==> src/rtl/mux2_sel_pkg.sv <==
// Shared constants for the MIPS datapath word selector: default data width
// and the select encodings.
package mux2_sel_pkg;

  localparam int DATA_W = 32;

  localparam logic SEL_A = 1'b0;
  localparam logic SEL_B = 1'b1;

endpackage : mux2_sel_pkg

==> src/rtl/mux2_sel.sv <==
// Two-input word selector with a combinational output X and a registered,
// valid-qualified copy x_q for use as a pipeline stage.
module mux2_sel
  import mux2_sel_pkg::*;
#(
  parameter int               WIDTH     = DATA_W,
  parameter logic [WIDTH-1:0] RESET_VAL = '0
) (
  input  logic             clk,
  input  logic             rst_n,
  input  logic [WIDTH-1:0] A,
  input  logic [WIDTH-1:0] B,
  input  logic             sel,
  input  logic             in_valid,
  output logic [WIDTH-1:0] X,
  output logic [WIDTH-1:0] x_q,
  output logic             x_q_valid
);

  logic [WIDTH-1:0] sel_word;
  logic [WIDTH-1:0] x_d;
  logic             x_q_valid_d;

  // One select expression feeds both X and the register; an unknown sel
  // merges A/B bitwise through the ?: operator.
  always_comb begin
    sel_word = (sel == SEL_B) ? B : A;
  end

  assign X = sel_word;

  always_comb begin
    x_d         = x_q;
    x_q_valid_d = 1'b0;
    if (in_valid) begin
      x_d         = sel_word;
      x_q_valid_d = 1'b1;
    end
  end

  always_ff @(posedge clk or negedge rst_n) begin
    if (!rst_n) begin
      x_q       <= RESET_VAL;
      x_q_valid <= 1'b0;
    end else begin
      x_q       <= x_d;
      x_q_valid <= x_q_valid_d;
    end
  end

endmodule : mux2_sel

==> config.mk <==
export PLATFORM = sky130hd
export DESIGN_NAME = mux2_sel
export DESIGN_NICKNAME = d
export VERILOG_FILES = /design/src/rtl/mux2_sel_pkg.sv /design/src/rtl/mux2_sel.sv
export SDC_FILE = /design/constraint.sdc
export NUM_CORES = 1
export LEC_CHECK = 0
export ABC_AREA = 1
export CAP_MARGIN = 10
export CELL_PAD_IN_SITES_DETAIL_PLACEMENT = 0
export CELL_PAD_IN_SITES_GLOBAL_PLACEMENT = 1
export CORE_MARGIN = 8
export CORE_UTILIZATION = 26
export CTS_BUF_LIST = sky130_fd_sc_hd__clkbuf_8
export DETAILED_ROUTE_END_ITERATION = 16
export GPL_TIMING_DRIVEN = 0
export PLACE_DENSITY_LB_ADDON = 0.1
export RECOVER_POWER = 50
export SKIP_CTS_REPAIR_TIMING = 1
export SYNTH_ARGS = -nofsm -noshare
export SYNTH_HDL_FRONTEND = slang
export SYNTH_SLANG_ARGS = --single-unit
==> constraint.sdc <==
create_clock -name clk -period 1.33 [get_ports clk]
set_input_delay 0.266 -clock clk [delete_from_list [all_inputs] [get_ports clk]]
set_output_delay 0.266 -clock clk [all_outputs]
set_load 0.02 [all_outputs]
==> results of run 1 <==
## flip-flops by register name, summed over array words and instances (netlist names)
name       count
x_q_valid      1
x_q           32
## layout by cell type, fill, tap and decap left out, drive strengths merged
cell type	netlist	final
buf	14	56
dfrtp	33	33
dlymetal6s2s	0	72
clkdlybuf4s50	0	1
and2	32	32
nand2	128	128
clkbuf	0	33
nand3	32	32
inv	66	69
diode	0	1
## power by group through the flow
stage               clock network [mW]  registers, mW  logic, mW
floorplan                            0           1.31      0.406
global placement                     0           1.18       1.21
detailed placement                   0           1.18       1.20
CTS                              0.753           1.16       1.21
global route                     0.800           1.18       1.30
finish                           0.709           1.16       1.20
## how the worst max path moves through the flow
stage                         from  endpoint  slack [ns]  cells after the start
after global routing      in_valid    x_q[0]        0.02                      6
after detailed placement     A[30]     X[30]       -0.52                      5
after CTS                    A[30]     X[30]       -0.53                      5
after global placement       rst_n   x_q[20]       -0.86                      1
final                          sel      X[5]        0.07                      6
after floorplan                sel      X[0]        0.24                      4
## metal layers
layer,vias up,GRT usage (%),routed length (um)
li1,1172,-,-
met4,0,2.48,41
met1,1046,14.7,3240
met5,-,0,0
met2,73,21.2,3820
met3,4,5.64,552
## critical path: stages
cell and delay [ns]:
buf_6 0.11, inv_4 0.08, buf_6 0.15, nand2_1 0.09
and2_4 0.16, buf_6 0.12
## cells in the mapped netlist
master and number:
and2_1 32, buf_2 7, buf_4 3, buf_6 4, dfrtp_1 33, inv_1 64
inv_2 1, inv_4 1, nand2_1 128, nand3_1 32
## cell type report
| class | instances | area share [%] |
|---|---|---|
| Multi-Input combinational cell | 192 | 25.5 |
| Buffer | 14 | 2.68 |
| Inverter | 66 | 6.54 |
| Clock buffer | 5 | 1.80 |
| Antenna cell | 1 | 0.0654 |
| Clock inverter | 3 | 0.294 |
| Tap cell | 102 | 3.34 |
| Sequential cell | 33 | 21.6 |
| Timing Repair Buffer | 143 | 38.2 |
## metrics by stage
stage	instances	hold slack, ns	cell area [um2]
after CTS	546	0.106	3530
after global placement	538	0.462	3460
final	559	0.0975	3820
after global routing	559	0.161	3820
after floorplan	305	-0.0296	2020
after detailed placement	538	0.418	3450
## kinds of logic after synthesis
logic type	Yosys count	synth area share (%)
buffers and inverters	80	17.5
flip-flops	33	40.9
AND/OR/NAND/NOR	192	41.6
==> out/results.tsv, run 1 <==
metric	value	unit
power.total	3.07	mW
grt_pass1_vias	2183	
post-place-ws	-0.519	ns
fin_skew	0	ns
synthCells	305	
pwr-share-comb	39.1	%
cts_made_buffers	5	
route.detailed.drc	0	
tritoncts	yes	
rsz0062_at_grt	no	
power_frac_seq	37.8	%
dieArea	0.0108	mm2
leakagePower	2.67	nW
track_usage	12.7	%
p_sw	1.04	mW
cap_viol_max_count	0	
internal-power	2.03	mW
core	0.00761	mm2
critPathLaunchType	input port	
final_nets	523	
seq_area	826	um2
routed-via-count	2295	
cellPowerDensity	802	mW/mm2
vias_per_cell	4.11	
path_clk_slew	0.07	ns
slew_violations	0	
swShare	33.8	%
syn_nets	373	
htree_num_levels	2	
hpwl	5440	um
worst_ep_required_time	1.06	ns
area_growth	89.4	%
hold_viol_final	0	
critPathArrivalTime	0.99	ns
start_util	26.5	%
crit_fanout	10	
boundaryPins	133	
final_layout_size_suffix_gt1_share	26.5	%
totalWireLength	7660	um
io_buffers	131	
vdd_ir_drop_max	0.395	mV
clock_latency	0.27	ns
drtAntennaViolNets	0	
utilization	50.3	%
tns	0	ns
grt_max_degree	34	
finalCritPeriodShare	94.7	%
yosys-top-cells-area	dfrtp_1 (41%), nand2_1 (24%), inv_1 (12%)	
max_slew_margin	40.9	%
p_clk_share	23.1	%
setup_ws	0.0701	ns
fmaxAchievable	0.794	GHz
wl_per_cell	13.7	um
synth_top_cell_by_area	dfrtp_1	
max-clock-path-buffers	2	
outcome	completed	
die_w	104	um
seq_area_frac_synth	40.9	%
fin_crit	1.26	ns
globalRouteOverflowTotal	0	
endpoint_kind	output pin	
grt_pass1_wl	11200	um
routabilityCongestion	0.712	
antenna_found_initial	1	
r2r_slack	0.71	ns
crit_type	input port to output pin	
syn_area_per_cell	6.62	um2
synth_area	0.00202	mm2
cts_num_sinks	33	
reg2reg_to	x_q[30]	
drt_iter0_drc	38	
die_h	104	um
cts.root.buffer_cell	clkbuf_8	
yosysTopAreaCellShare	40.9	%
ys_ff_latch	33	
synth_cell_types	10	
num_rows	32	
hp-class	input port to async pin	
setup_viol	0	
firstDrtPassIters	4	
multi_input_area	976	um2
ff2ff_path_depth	2	
ys_warn_count	0	
fillers	767	
tightest_slew	0.887	ns
worstReg2RegStart	x_q[30]	
Power figures use the tool's default switching activity.
==> inputs of run 2 (changes only) <==
--- a/config.mk
+++ b/config.mk
@@ -9,7 +9,7 @@
 export CAP_MARGIN = 10
 export CELL_PAD_IN_SITES_DETAIL_PLACEMENT = 0
 export CELL_PAD_IN_SITES_GLOBAL_PLACEMENT = 1
-export CORE_MARGIN = 8
+export CORE_MARGIN = 2
 export CORE_UTILIZATION = 26
 export CTS_BUF_LIST = sky130_fd_sc_hd__clkbuf_8
 export DETAILED_ROUTE_END_ITERATION = 16
==> run 2 against run 1 <==
- the flow now finishes with violations (negative setup slack)
- die area shrank 22%
- clock power up 19%
- via count about the same
- fmax fell by 5.9%
- clock skew is the same
- worst hold slack worse by 0.021 ns
- combinational power up 3%
- flip-flop and latch count unchanged
- critical path type unchanged
==> out/results.tsv, run 2 (same netlist as run 1, synthesis figures left out) <==
metric	value	unit
die_h	92.1	um
final_nets	524	
grt_pass1_wl	10200	um
power_frac_seq	35.8	%
post-place-ws	-0.509	ns
firstDrtPassIters	4	
fin_skew	0	ns
drtAntennaViolNets	0	
cts_made_buffers	5	
wl_per_cell	12.1	um
globalRouteOverflowTotal	0	
routabilityCongestion	0.734	
critPathLaunchType	input port	
largestRegisters	x_q: 32 flops, x_q_valid: 1 flops	
totalWireLength	6780	um
final_layout_size_suffix_gt1_share	28.9	%
p_clk_share	26.0	%
pwr-share-comb	38.2	%
setup_viol	1	
slew_violations	0	
utilization	52.2	%
boundaryPins	133	
grt_pass1_vias	2081	
start_util	26.5	%
max-clock-path-buffers	2	
power.total	3.24	mW
tightest_slew	0.853	ns
violations	negative setup slack	
path_clk_slew	0.07	ns
die_w	92.1	um
setup_ws	-0.00931	ns
finalCritPeriodShare	101	%
crit_type	input port to output pin	
dieArea	0.00849	mm2
vdd_ir_drop_max	0.527	mV
cellPowerDensity	815	mW/mm2
clock_latency	0.28	ns
vias_per_cell	4.10	
routed-via-count	2294	
regMostFlops	x_q	
cts_num_sinks	33	
area_growth	96.8	%
leakagePower	2.81	nW
internal-power	2.20	mW
ff2ff_path_depth	2	
core	0.00761	mm2
endpoint_kind	output pin	
track_usage	15.2	%
num_rows	32	
hold_viol_final	0	
tritoncts	yes	
swShare	32.1	%
fillers	801	
drt_iter0_drc	42	
hpwl	4640	um
grt_max_degree	34	
mostFrequentLayoutCells	nand2_1 (98), dlymetal6s2s_1 (82), inv_1 (64)	
fin_crit	1.34	ns
rsz0062_at_grt	yes	
largest_reg_flops	32	
route.detailed.drc	0	
fmaxAchievable	0.747	GHz
outcome	finished, violations left	
max_slew_margin	43.1	%
io_buffers	131	
worst_ep_required_time	1.06	ns
cap_viol_max_count	0	
critPathArrivalTime	1.07	ns
hp-class	input port to async pin	
final_common_cell	nand2_1	
htree_num_levels	2	
crit_fanout	2	
p_sw	1.04	mW
tns	-0.00931	ns
cts.root.buffer_cell	clkbuf_8	
antenna_found_initial	1	
[run 2: area by class of cell]
| type | count | area [um2] | share of cell area [%] |
|---|---|---|---|
| clock buffer | 7 | 96.3 | 2.42 |
| clock inverter | 1 | 5.00 | 0.126 |
| multi-input combinational | 192 | 996 | 25.1 |
| inverter | 66 | 250 | 6.30 |
| sequential | 33 | 826 | 20.8 |
| tap | 102 | 128 | 3.21 |
| buffer | 14 | 103 | 2.58 |
| timing repair buffer | 144 | 1570 | 39.5 |
| antenna | 1 | 2.50 | 0.0630 |
[run 2: worst paths after layout]
kind / from / slack (ns) / to
setup / recovery: B[13] / -0.009 / X[13]
hold / removal: rst_n / 0.08 / x_q[8]
setup reg to reg: x_q[10] / 0.72 / x_q[10]
hold reg to reg: x_q[15] / 0.48 / x_q[15]
max in group asynchronous: rst_n / 0.71 / x_q[13]
min in group clk: A[1] / 0.30 / x_q[1]
[run 2: worst max-delay path, cell delays in order]
cell and delay (ns):
clkdlybuf4s50_1 0.46, inv_1 0.05, nand2_2 0.05, and2_4 0.14
buf_6 0.11
[run 2: through the flow]
step / cell area [um2] / instances / hold WS [ns]
after global placement: 3460 / 538 / 0.461
after floorplan: 2020 / 305 / -0.0296
final: 3970 / 560 / 0.0761
after detailed placement: 3450 / 538 / 0.394
after CTS: 3550 / 546 / 0.0839
after global routing: 3970 / 560 / 0.151
[run 2: routing by layer]
metal  GRT usage (%)  vias to the layer above  routed length (um)
met3            4.93                        7                 523
met4            3.73                        0                  82
li1                -                     1178                   -
met1            19.4                     1033                2930
met2            24.8                       76                3250
met5               0                        -                   0
[run 2: power by group through the flow]
stage	clock network [mW]	registers [mW]	logic, mW
after floorplan	0	1.31	0.406
after global routing	0.924	1.17	1.35
after CTS	0.874	1.16	1.20
after global placement	0	1.18	1.19
after detailed placement	0	1.18	1.19
final	0.842	1.16	1.24
